### config.mk
export PLATFORM = sky130hd
export DESIGN_NAME = instr_assembler
export DESIGN_NICKNAME = d
export VERILOG_FILES = /design/src/rtl/instr_assembler.sv
export SDC_FILE = /design/constraint.sdc
export NUM_CORES = 1
export LEC_CHECK = 0
export CAP_MARGIN = 10
export CORE_UTILIZATION = 41
export CTS_BUF_LIST = sky130_fd_sc_hd__clkbuf_8
export DETAILED_ROUTE_END_ITERATION = 10
export PLACE_DENSITY_LB_ADDON = 0.12
export SLEW_MARGIN = 20
export SYNTH_ARGS = -nofsm -noshare
export SYNTH_HDL_FRONTEND = slang
export SYNTH_SLANG_ARGS = --single-unit
### constraint.sdc
create_clock -name clk -period 3.48 [get_ports clk]
set_input_delay 0.696 -clock clk [delete_from_list [all_inputs] [get_ports clk]]
set_output_delay 0.696 -clock clk [all_outputs]
set_load 0.005 [all_outputs]
### src/rtl/instr_assembler.sv
// RV32I instruction encoder and loader: packs structured requests into 32-bit words
// and writes them to instruction memory at an auto-incrementing, wrapping address.
module instr_assembler #(
  parameter int          ADDR_WIDTH = 32,
  parameter logic [31:0] BASE_ADDR  = 32'h0000_0000
) (
  input  logic                  clk,
  input  logic                  rst,
  input  logic                  start,
  input  logic                  in_valid,
  output logic                  in_ready,
  input  logic [3:0]            in_type,
  input  logic [4:0]            rd,
  input  logic [4:0]            rs1,
  input  logic [4:0]            rs2,
  input  logic [2:0]            funct3,
  input  logic [6:0]            funct7,
  input  logic [31:0]           imm,
  output logic                  mem_we,
  output logic [ADDR_WIDTH-1:0] mem_addr,
  output logic [31:0]           mem_wdata,
  input  logic                  mem_ready,
  output logic [15:0]           count,
  output logic                  err
);

  localparam logic [ADDR_WIDTH-1:0] BASE = BASE_ADDR[ADDR_WIDTH-1:0];

  typedef enum logic {IDLE, WRITE} state_t;
  state_t state;

  logic [31:0] word;
  logic        legal;

  assign in_ready = (state == IDLE) && !start;
  assign legal    = (in_type <= 4'd8);

  always_comb begin
    word = 32'h0;
    case (in_type)
      4'd0: word = {funct7, rs2, rs1, funct3, rd, 7'b0110011};
      4'd1: word = {imm[11:0], rs1, funct3, rd, 7'b0000011};
      4'd2: word = {imm[11:0], rs1, funct3, rd, 7'b0010011};
      4'd3: word = {imm[11:5], rs2, rs1, funct3, imm[4:0], 7'b0100011};
      4'd4: word = {imm[12], imm[10:5], rs2, rs1, funct3, imm[4:1], imm[11], 7'b1100011};
      4'd5: word = {imm[31:12], rd, 7'b0010111};
      4'd6: word = {imm[31:12], rd, 7'b0110111};
      4'd7: word = {imm[11:0], rs1, 3'b000, rd, 7'b1100111};
      4'd8: word = {imm[20], imm[10:1], imm[11], imm[19:12], rd, 7'b1101111};
      default: word = 32'h0;
    endcase
  end

  always_ff @(posedge clk or posedge rst) begin
    if (rst) begin
      state     <= IDLE;
      mem_we    <= 1'b0;
      mem_addr  <= BASE;
      mem_wdata <= 32'h0;
      count     <= 16'h0;
      err       <= 1'b0;
    end else if (start) begin
      // Restart drops any pending write; mem_wdata keeps its last value.
      state    <= IDLE;
      mem_we   <= 1'b0;
      mem_addr <= BASE;
      count    <= 16'h0;
      err      <= 1'b0;
    end else begin
      case (state)
        IDLE: begin
          if (in_valid) begin
            if (legal) begin
              mem_wdata <= word;
              mem_we    <= 1'b1;
              state     <= WRITE;
            end else begin
              err <= 1'b1;
            end
          end
        end
        WRITE: begin
          if (mem_ready) begin
            mem_we   <= 1'b0;
            mem_addr <= mem_addr + ADDR_WIDTH'(4);
            if (count != 16'hFFFF) count <= count + 16'd1;
            state    <= IDLE;
          end
        end
        default: state <= IDLE;
      endcase
    end
  end

endmodule

==> results of run 1 <==
-- cells in the mapped netlist, types with 2 or more instances --
cell | number | area share (%)
a211oi_1 | 2 | 0.34
a21boi_0 | 2 | 0.34
a21o_1 | 4 | 0.67
a21oi_1 | 46 | 5.2
a221oi_1 | 12 | 2.4
a31oi_1 | 11 | 1.5
a32o_1 | 6 | 1.3
and2_0 | 2 | 0.28
and3_1 | 8 | 1.1
and4_1 | 6 | 1.2
buf_1 | 5 | 0.42
buf_2 | 6 | 0.67
buf_4 | 3 | 0.51
clkbuf_1 | 25 | 2.1
dfrtp_1 | 80 | 45
ha_1 | 2 | 0.56
inv_1 | 6 | 0.51
mux2_2 | 10 | 2.5
mux2i_1 | 3 | 0.67
nand2_1 | 35 | 3.0
nand2b_1 | 4 | 0.56
nand3_1 | 20 | 2.2
nand3b_1 | 2 | 0.34
nand4_1 | 13 | 1.8
nand4b_1 | 2 | 0.39
nor2_1 | 69 | 5.8
nor2b_1 | 12 | 1.7
nor3_1 | 4 | 0.45
nor3b_1 | 4 | 0.67
nor4_1 | 5 | 0.70
nor4b_1 | 2 | 0.39
o211ai_1 | 2 | 0.34
o21a_1 | 3 | 0.51
o21ai_0 | 13 | 1.5
o31ai_1 | 15 | 2.5
o41ai_1 | 2 | 0.39
or3_1 | 5 | 0.70
or4_1 | 14 | 2.4
xnor2_1 | 3 | 0.59
xor2_1 | 10 | 2.0
-- stage by stage --
stage          total power [mW]  hold slack (ps)  setup slack (ps)  cell area [sq um]  cells
5_1_grt                    2.30              502               902               6210    770
2_1_floorplan              1.25              463               732               4460    498
4_1_cts                    2.21              489              1010               6210    770
6_report                   2.19              488               976               6210    770
3_5_place_dp               1.54              468               640               6020    754
3_3_place_gp               1.53              450               740               6020    754
-- cell families (layout without fill, tap and decap cells) --
family / count (synthesis) / count (layout) / share of synthesized area [%]
compound gates: 127 / 127 / 18.8
flops: 80 / 80 / 45.0
mux: 13 / 13 / 3.20
xor+xnor: 13 / 13 / 2.56
buf+inv: 45 / 181 / 4.21
simple gates: 216 / 216 / 25.6
other cells: 1 / 2 / 0.0842
fa+ha+maj: 2 / 2 / 0.562
-- worst max-delay path, delay by kind of cell --
| kind | cells | cell delay (ps) |
|---|---|---|
| AO/OA/AOI/OAI | 2 | 260 |
| AND/OR/NAND/NOR | 2 | 1210 |
| buffers and inverters | 1 | 590 |
-- per-layer routing --
layer  up-vias  track usage (%)
met5         -                0
met4         0             6.85
met3         5             4.17
met2       133             37.1
met1      2147             33.5
li1       2086                -
-- flip-flops by register name (all words and copies together) (netlist names) --
register	cells
count	16
err	1
mem_addr	30
mem_wdata	31
mem_we	1
state	1
-- power groups by stage --
stage          Sequential, mW  Clock (mW)  Combinational [mW]
3_3_place_gp             1.07           0               0.466
2_1_floorplan            1.07           0               0.174
4_1_cts                  1.05       0.686               0.475
6_report                 1.05       0.665               0.471
3_5_place_dp             1.07           0               0.473
5_1_grt                  1.06       0.723               0.514
-- worst paths after layout --
| kind | end | slack (ps) | startpoint | cells after the start |
|---|---|---|---|---|
| min in group asynchronous | mem_wdata[22]$_DFFE_PP0P_ | 710 | rst | 2 |
| max | mem_addr[24]$_DFFE_PP0P_ | 980 | mem_ready | 5 |
| min reg2reg | mem_wdata[4]$_DFFE_PP0P_ | 490 | mem_wdata[4]$_DFFE_PP0P_ | 2 |
| min | mem_wdata[4]$_DFFE_PP0P_ | 490 | mem_wdata[4]$_DFFE_PP0P_ | 2 |
| max in group asynchronous | mem_addr[28]$_DFFE_PP0P_ | 1990 | rst | 3 |
| max reg2reg | mem_addr[29]$_DFFE_PP0P_ | 1290 | mem_addr[14]$_DFFE_PP0P_ | 4 |
-- area by class of cell --
class	count	area share, %
multi-input combinational	373	36.6
sequential	80	32.2
timing repair buffer	159	25.0
tap	136	2.74
clock buffer	11	2.44
clock inverter	5	0.644
inverter	6	0.383
==> metrics.md, run 1 <==
| Metric | Value |
|---|---|
| Yosys warning count | `0` |
| Most common cell after layout, fill and taps aside | `clkdlybuf4s50_1` |
| Die Area | `11300 sq um` |
| Sequential Power Share | `between 40% and 50%` |
| Core Rows | `37` |
| Count of max-cap constraint violations | `0` |
| Placer Congestion | `approximately 0.81` |
| Minimum clock period | `2500 ps` |
| CP required | `3740 ps` |
| RSZ-0062 raised after global routing | `no` |
| Clk slew on worst S/H paths | `80 ps` |
| Final setup fails | `0` |
| Most frequent cells in the layout | `clkdlybuf4s50_1 (145), dfrtp_1 (80), nor2_1 (69), a21oi_1 (46), nand2_1 (35)` |
| P_leak | `around 2.4 nW` |
| WL final | `about 13000 microns` |
| Synth cell types | `59` |
| #FFs+latches synth | `80` |
| Worst-Skew Late Latency | `350 ps` |
| Pre-Repair DR Iteration Count | `4` |
| Starting Density | `between 40 and 50%` |
| Layout cell share with drive strength beyond 1 | `7.41%` |
| Count of cells resized by post-cts repair | `0` |
| Seq. cell area | `2000 sq um` |
| WL met1 | `approximately 6100 microns` |
| Post-route DRC violation count | `0` |
| Vias in the first global route | `slightly above 4000` |
| Instance count of the mapped netlist | `just under 500` |
| Worst setup SP type | `input pin` |
| Critical-path maximum fanout | `9` |
| Period utilization | `71.9%` |
| CTS tree | `done` |
| Worst stage delay on the critical path | `690 ps` |
| Fill count | `906` |
| Switching Share | `27.7%` |
| Final clock skew | `about 14 ps` |
| Diode count | `0` |
| All-Layer GR Usage | `a little under a quarter` |
| Async SR Flop Fraction | `100%` |
| Total grt overflow | `0` |
| Area growth syn-to-layout | `39.5%` |
| Largest net degree at the start of global routing | `52` |
| CTS Sinks | `80` |
| CTS Buffer Depth | `2` |
| Final Hold Viols | `0` |
| Post-synth EDFFs | `0` |
| Final Max Slew Viols | `0` |
| Die W | `106 microns` |
| Mapped Area | `4450 sq um` |
| Crit Path Category | `input pin to flip-flop` |
| Via/cell ratio | `around 5.7` |
| Critical path endpoint category | `flip-flop` |
| Core Util, Final | `59.7%` |
| P per Cell Area | `352 nW/um^2` |
| First-pass GRT wire length | `21300 microns` |
| Core area | `10400 sq um` |
| Initial antenna violation count | `0` |
| Die height | `106 microns` |
| Average size of a mapped cell | `around 9 sq um` |
| Met2 wire len | `6110 microns` |
| Slew @ Worst Pin | `616 ps` |
| Post-synthesis sequential area ratio | `45.0%` |
| Peak Freq | `0.399 GHz` |
| Total vias in the final route | `4371` |
| Routed length on met3 | `805 microns` |
| DP HPWL | `9310 microns` |
| Iteration-0 DRC count of the detailed router | `238` |
| CP cell instances | `clkdlybuf4s50_1 > a21oi_2 > or4b_1 > or4_1 > a21oi_1` |
| Io pins | `149` |
| Worst min path class | `flip-flop to flip-flop` |
| Status | `complete, no violations` |
| Top Layer Used | `met4` |
| IO buf count | `~150` |
| Post-route antenna net violation count | `0` |
| Main synth FF type | `dfrtp_1` |
| Wire length per cell | `17.0 microns` |
| Sw Pwr | `607 uW` |
| Nets | `697` |
| Slowest-stage cell, CP | `or4b_1` |
| Post-Route Setup TNS | `0 ps` |
| Hold-fix buffers, CTS | `0` |
| Slew headroom | `58.8%` |
| Cts bufs inserted | `9` |
| Critical Path AT | `2770 ps` |
| Comb pwr share | `21.5%` |
| VDD IR max | `173 uV` |
| Area of the multi-input gates | `around 2300 sq um` |
| Clock share of power | `30.4%` |
| Cell internal pwr | `1.58 mW` |
| H-tree depth | `3` |
| Number of post-CTS setup repair buffers | `0` |
| Clk root buf | `clkbuf_8` |
No activity file was read; power rests on OpenSTA's default activity.
==> run 2: changes to the inputs <==
Clock period 3.48 ns to 2.4 ns, I/O delays scaled along.
==> run 2 against run 1 <==
- combinational power grew 47%
- sequential power increased by 45%
- flip-flop and latch count stayed put
- critical path type unchanged
- first-iteration DRC count shrank 15%
- total power rose by 52%
- non-clock buffer count is 17 higher
- sequential share of layout area shrank 0.99 points
- critical path depth stayed put
- global-route usage down 1.3 points
- register-to-register slack lost 970 ps
- cell count grew 2.2%
- hold slack got worse by 2.5 ps
==> metrics.md, run 2 (synthesis results as in run 1) <==
| Metric | Value |
|---|---|
| Max FFs per register | `31 (unchanged)` |
| Wire length per cell | `16.3 microns (was 17.0 microns)` |
| Critical-path maximum fanout | `9 (unchanged)` |
| Count of cells resized by post-cts repair | `0 (unchanged)` |
| IO buf count | `146 (unchanged)` |
| Die W | `106 microns (unchanged)` |
| Count of max-cap constraint violations | `0 (unchanged)` |
| Slowest-stage cell, CP | `or4b_1 (unchanged)` |
| Via/cell ratio | `5.61 (was 5.68)` |
| Design Power | `3.33 mW (was 2.19 mW)` |
| Final Hold Viols | `0 (unchanged)` |
| Diode count | `0 (unchanged)` |
| Status | `complete, no violations (unchanged)` |
| Total grt overflow | `0 (unchanged)` |
| Clk root buf | `clkbuf_8 (unchanged)` |
| Most common cell after layout, fill and taps aside | `clkdlybuf4s50_1 (unchanged)` |
| Pre-Repair DR Iteration Count | `4 (unchanged)` |
| CP cell instances | `clkdlybuf4s50_1 > a21oi_2 > or4b_1 > or4_1 > a21oi_1 (unchanged)` |
| Vias in the first global route | `4039 (was 4152)` |
| Most frequent cells in the layout | `clkdlybuf4s50_1 (145), dfrtp_1 (80), nor2_1 (69), a21oi_1 (46), nand2_1 (35) (unchanged)` |
| Largest regs | `mem_wdata (31), mem_addr (30), count (16) (unchanged)` |
| Worst stage delay on the critical path | `670 ps (was 690 ps)` |
| Crit Path Category | `input pin to flip-flop (unchanged)` |
| DP HPWL | `9000 microns (was 9310 microns)` |
| Post-route DRC violation count | `0 (unchanged)` |
| VDD IR max | `243 uV (was 173 uV)` |
| Io pins | `149 (unchanged)` |
| Layout cell share with drive strength beyond 1 | `9.68% (was 7.41%)` |
| WL final | `12800 microns (was 13100 microns)` |
| Final clock skew | `6.13 ps (was 13.7 ps)` |
| Worst-Skew Late Latency | `350 ps (about the same)` |
| Final Max Slew Viols | `0 (unchanged)` |
| Worst min path class | `flip-flop to flip-flop (unchanged)` |
| Placer Congestion | `0.850 (was 0.806)` |
| CTS Sinks | `80 (unchanged)` |
| Largest net degree at the start of global routing | `81 (was 52)` |
| Post-route antenna net violation count | `0 (unchanged)` |
| Iteration-0 DRC count of the detailed router | `203 (was 238)` |
| Minimum clock period | `2140 ps` |
| Period utilization | `89.3%` |
| Peak Freq | `0.467 GHz` |
| Post-Route Setup TNS | `0 ps (unchanged)` |
| Core Rows | `37 (unchanged)` |
| CTS Buffer Depth | `2 (unchanged)` |
| Clk slew on worst S/H paths | `80 ps (about the same)` |
| P_leak | `2.54 nW (was 2.42 nW)` |
| Core area | `10400 sq um (unchanged)` |
| H-tree depth | `3 (unchanged)` |
| Area of the multi-input gates | `2270 sq um (unchanged)` |
| Nets | `714 (was 697)` |
| Die height | `106 microns (unchanged)` |
| Seq. cell area | `2000 sq um (unchanged)` |
| RSZ-0062 raised after global routing | `no (unchanged)` |
| Total vias in the final route | `4412 (was 4371)` |
| Cts bufs inserted | `9 (unchanged)` |
| Initial antenna violation count | `0 (unchanged)` |
| Hold-fix buffers, CTS | `0 (unchanged)` |
| Slew headroom | `57.7% (was 58.8%)` |
| CTS tree | `done (unchanged)` |
| Critical path endpoint category | `flip-flop (unchanged)` |
| Area growth syn-to-layout | `44.0% (was 39.5%)` |
| Die Area | `11300 sq um (unchanged)` |
| First-pass GRT wire length | `20200 microns (was 21300 microns)` |
| Final setup fails | `0 (unchanged)` |
| Worst setup SP type | `input pin (unchanged)` |
| Starting Density | `42.8% (unchanged)` |
| Slew @ Worst Pin | `630 ps (was 616 ps)` |
| All-Layer GR Usage | `22.4% (was 23.7%)` |
| Top reg by flops | `mem_wdata (unchanged)` |
| Critical Path AT | `2410 ps (was 2770 ps)` |
| CP required | `2670 ps (was 3740 ps)` |
| Fill count | `916 (was 906)` |
| P per Cell Area | `520 nW/um^2 (was 352 nW/um^2)` |
| Number of post-CTS setup repair buffers | `0 (unchanged)` |
## run 2: through the flow
step | instances | setup slack (ps) | utilization (%) | hold slack, ps | instance area [sq um]
after CTS | 787 | 260 | 61.5 | 488 | 6410
after global placement | 771 | -46.8 | 59.4 | 456 | 6190
after floorplan | 498 | 236 | - | 463 | 4460
after global routing | 787 | 156 | 61.5 | 507 | 6410
after detailed placement | 771 | -130 | 59.4 | 469 | 6190
final | 787 | 258 | 61.5 | 485 | 6410
## run 2: worst max-delay path, delay by kind of cell
| kind | cells | cell delay, ps |
|---|---|---|
| compound gates | 2 | 230 |
| simple gates | 2 | 1190 |
| buf+inv | 1 | 510 |
## run 2: cell type report
| class | instances | share of cell area [%] |
|---|---|---|
| Tap cell | 136 | 2.65 |
| Multi-Input combinational cell | 373 | 35.4 |
| Clock inverter | 6 | 1.31 |
| Inverter | 6 | 0.410 |
| Timing Repair Buffer | 176 | 26.8 |
| Sequential cell | 80 | 31.2 |
| Clock buffer | 10 | 2.15 |
## run 2: where the power goes
group	switching, mW	internal, mW
registers	0.0646	1.46
clock network	0.508	0.609
logic	0.281	0.411
## run 2: final timing paths
check	startpoint	endpoint	slack, ps	cells after the start
max in group asynchronous	rst	count[6]$_DFFE_PP0P_	1450	3
min in group asynchronous	rst	mem_wdata[6]$_DFFE_PP0P_	590	3
hold / removal	mem_wdata[4]$_DFFE_PP0P_	mem_wdata[4]$_DFFE_PP0P_	490	2
hold reg to reg	mem_wdata[4]$_DFFE_PP0P_	mem_wdata[4]$_DFFE_PP0P_	490	2
setup / recovery	mem_ready	mem_addr[28]$_DFFE_PP0P_	260	5
setup reg to reg	mem_addr[9]$_DFFE_PP0P_	mem_addr[28]$_DFFE_PP0P_	320	4
## run 2: metal layers
layer | up-vias | GRT usage (%) | part of all wire (%) | wire length [microns]
li1 | 2123 | - | - | -
met2 | 160 | 35.7 | 47 | 5980
met3 | 11 | 3.80 | 5.9 | 756
met1 | 2118 | 31.2 | 46 | 5920
met4 | 0 | 6.65 | 1.1 | 144
met5 | - | 0 | 0 | 0
==> run 3: changes to the inputs <==
Settings changed: CORE_UTILIZATION 41 to 44, GPL_TIMING_DRIVEN from default to 0, TNS_END_PERCENT from default to 10.
==> run 3 against run 2 <==
- sequential power about the same
- utilization increased by 3.1 points
- hold slack got worse by 6.3 ps
- clock power decreased by 12%
- non-clock buffer count increased by 8
- design area decreased by 1.4%
- total power decreased by 4.0%
- fmax decreased by 8.2%
- cell count increased by 0.51%
- combinational power decreased by 1%
==> metrics.md, run 3 (synthesis results as in run 1) <==
| Metric | Value |
|---|---|
| Status | `complete, no violations (unchanged)` |
| Switching Share | `26.5% (was 25.6%)` |
| Final instance area | `6320 sq um (was 6410 sq um)` |
| P per Cell Area | `506 nW/um^2 (was 520 nW/um^2)` |
| Post-route antenna net violation count | `0 (unchanged)` |
| Core Util, Final | `64.7% (was 61.5%)` |
| Final Max Slew Viols | `0 (unchanged)` |
| Starting Density | `45.6% (was 42.8%)` |
| Sequential Power Share | `47.6% (was 45.7%)` |
| Iteration-0 DRC count of the detailed router | `220 (was 203)` |
| Area growth syn-to-layout | `42.0% (was 44.0%)` |
| Placer Congestion | `0.934 (was 0.850)` |
| Period utilization | `97.2% (was 89.3%)` |
| Count of cells resized by post-cts repair | `15 (was 0)` |
| Critical path endpoint category | `flip-flop (unchanged)` |
| Clk slew on worst S/H paths | `80 ps (about the same)` |
| Final clock skew | `9.64 ps (was 6.13 ps)` |
| Core Rows | `36 (was 37)` |
| Post-Route Setup TNS | `0 ps (unchanged)` |
| Reg2Reg Launch Point | `mem_addr[5]$_DFFE_PP0P_ (was mem_addr[9]$_DFFE_PP0P_)` |
| VDD IR max | `284 uV (was 243 uV)` |
| Die Area | `10500 sq um (was 11300 sq um)` |
| Critical Path AT | `2570 ps (was 2410 ps)` |
| Top delay family on crit path | `compound AO/OA/AOI/OAI gates (was simple AND/OR/NAND/NOR gates)` |
| Die height | `103 microns (was 106 microns)` |
| DP HPWL | `9850 microns (was 9000 microns)` |
| Cts bufs inserted | `9 (unchanged)` |
| R2r setup slk | `110 ps (was 320 ps)` |
| Minimum clock period | `2330 ps (was 2140 ps)` |
| H-tree depth | `3 (unchanged)` |
| Sw Pwr | `847 uW (was 854 uW)` |
| DP Area | `6100 sq um (was 6190 sq um)` |
| P_leak | `2.47 nW (was 2.54 nW)` |
| Nets | `722 (was 714)` |
| CTS Sinks | `80 (unchanged)` |
| Wire length per cell | `16.7 microns (was 16.3 microns)` |
| Area of the multi-input gates | `2280 sq um (was 2270 sq um)` |
| Via/cell ratio | `5.71 (was 5.61)` |
| Max FFs per register | `31 (unchanged)` |
| Initial antenna violation count | `0 (unchanged)` |
| IO buf count | `143 (was 146)` |
| Design Power | `3.20 mW (was 3.33 mW)` |
| Worst stage delay on the critical path | `640 ps (was 670 ps)` |
| Worst-Skew Late Latency | `350 ps (about the same)` |
| Peak Freq | `0.429 GHz (was 0.467 GHz)` |
| All-Layer GR Usage | `25.5% (was 22.4%)` |
| Hold-fix buffers, CTS | `0 (unchanged)` |
| Diode count | `0 (unchanged)` |
| Pre-Repair DR Iteration Count | `4 (unchanged)` |
| Io pins | `149 (unchanged)` |
| Crit Path Category | `input pin to flip-flop (unchanged)` |
| Total vias in the final route | `4518 (was 4412)` |
| Worst hold margin | `479 ps (was 485 ps)` |
| FF-to-FF End | `mem_addr[31]$_DFFE_PP0P_ (was mem_addr[28]$_DFFE_PP0P_)` |
| Worst setup SP type | `input pin (unchanged)` |
| Worst r2r path cells | `6 (was 4)` |
| Slowest-stage cell, CP | `o31ai_2 (was or4b_1)` |
| Layout cell share with drive strength beyond 1 | `7.29% (was 9.68%)` |
| WL final | `13200 microns (was 12800 microns)` |
| Final setup fails | `0 (unchanged)` |
| CTS Buffer Depth | `2 (unchanged)` |
| Clock share of power | `31.0% (was 33.5%)` |
| Post-route DRC violation count | `0 (unchanged)` |
| Comb pwr share | `21.4% (was 20.8%)` |
| Die W | `103 microns (was 106 microns)` |
| Critical hold path startpoint | `mem_wdata[7]$_DFFE_PP0P_ (was mem_wdata[4]$_DFFE_PP0P_)` |
| Final Hold Viols | `0 (unchanged)` |
| Critical-path maximum fanout | `10 (was 9)` |
| Top reg by flops | `mem_wdata (unchanged)` |
| Cell internal pwr | `2.35 mW (was 2.48 mW)` |
| Most common cell after layout, fill and taps aside | `clkdlybuf4s50_1 (unchanged)` |
| First-pass GRT wire length | `20900 microns (was 20200 microns)` |
| Vias in the first global route | `4319 (was 4039)` |
| Most frequent cells in the layout | `clkdlybuf4s50_1 (141), dfrtp_1 (80), nor2_1 (69), a21oi_1 (46), nand2_1 (35) (was clkdlybuf4s50_1 (145), dfrtp_1 (80), nor2_1 (69), a21oi_1 (46), nand2_1 (35))` |
| Worst min path class | `flip-flop to flip-flop (unchanged)` |
| Largest net degree at the start of global routing | `31 (was 81)` |
| RSZ-0062 raised after global routing | `yes (was no)` |
| Slew headroom | `53.4% (was 57.7%)` |
| Clk root buf | `clkbuf_8 (unchanged)` |
| Total grt overflow | `0 (unchanged)` |
| WP buf/inv | `2 (was 1)` |
| Core area | `9770 sq um (was 10400 sq um)` |
| Count of max-cap constraint violations | `0 (unchanged)` |
| CP required | `2640 ps (was 2670 ps)` |
| Slew @ Worst Pin | `697 ps (was 630 ps)` |
| Seq. cell area | `2000 sq um (unchanged)` |
| Number of post-CTS setup repair buffers | `0 (unchanged)` |
| Worst Hold Endpoint | `mem_wdata[7]$_DFFE_PP0P_ (was mem_wdata[4]$_DFFE_PP0P_)` |
| Fill count | `829 (was 916)` |
| CP cell instances | `clkdlybuf4s50_1 > o31ai_2 > nand3b_1 > clkbuf_1 > a221oi_1 > nor2_1 (was clkdlybuf4s50_1 > a21oi_2 > or4b_1 > or4_1 > a21oi_1)` |
| CTS tree | `done (unchanged)` |
| Largest regs | `mem_wdata (31), mem_addr (30), count (16) (unchanged)` |
| Hold Path Depth | `2 (unchanged)` |
[run 3: cell types whose count changed in the layout (fill, tap and decap cells not counted), sizes merged]
cell,change
clkbuf,+23
clkdlybuf4s50,-4
clkinvlp,-2
dlygate4sd2,+1
bufinv,-1
clkinv,+2
clkdlybuf4s15,+1
buf,-13
[run 3: layout make-up]
class	instances	area share (%)
inverter	6	0.416
clock buffer	10	2.18
clock inverter	5	0.772
tap	133	2.63
buffer	39	3.01
sequential	80	31.7
multi-input combinational	373	36.1
timing repair buffer	145	23.3
[run 3: how the worst max path moves through the flow]
stage / startpoint / to / slack (ps) / depth (start not counted)
final: in_type[2] / mem_wdata[11]$_DFFE_PP0P_ / 70 / 6
after global routing: in_type[2] / mem_wdata[21]$_DFFE_PP0P_ / -110 / 7
after CTS: mem_ready / mem_addr[31]$_DFFE_PP0P_ / 7 / 6
after detailed placement: start / in_ready / -1420 / 7
after global placement: start / in_ready / -1400 / 7
after floorplan: start / in_ready / 240 / 5
[run 3: through the flow]
| stage | std cells | setup WS, ps |
|---|---|---|
| CTS | 791 | 7.45 |
| finish | 791 | 67.2 |
| global placement | 774 | -1400 |
| global route | 791 | -109 |
| detailed placement | 776 | -1420 |
| floorplan | 498 | 236 |
[run 3: metal layers]
layer	track usage [%]	vias to the layer above	part of all wire [%]
met5	0	-	0
met1	33.2	2202	43
met4	6.15	0	0.68
met2	41.8	156	47
met3	7.53	8	8.7
li1	-	2152	-
[run 3: power by group through the flow]
stage | combinational, mW | sequential (mW) | clock (mW)
2_1_floorplan | 0.252 | 1.56 | 0
3_3_place_gp | 0.668 | 1.55 | 0
3_5_place_dp | 0.685 | 1.55 | 0
4_1_cts | 0.691 | 1.52 | 1.01
5_1_grt | 0.755 | 1.54 | 1.07
6_report | 0.685 | 1.52 | 0.991
[run 3: tightest hold or removal path, stage by stage, from the launching register on]
cell and delay, ps:
dfrtp_1 340, nand2_1 40, o21ai_0 60
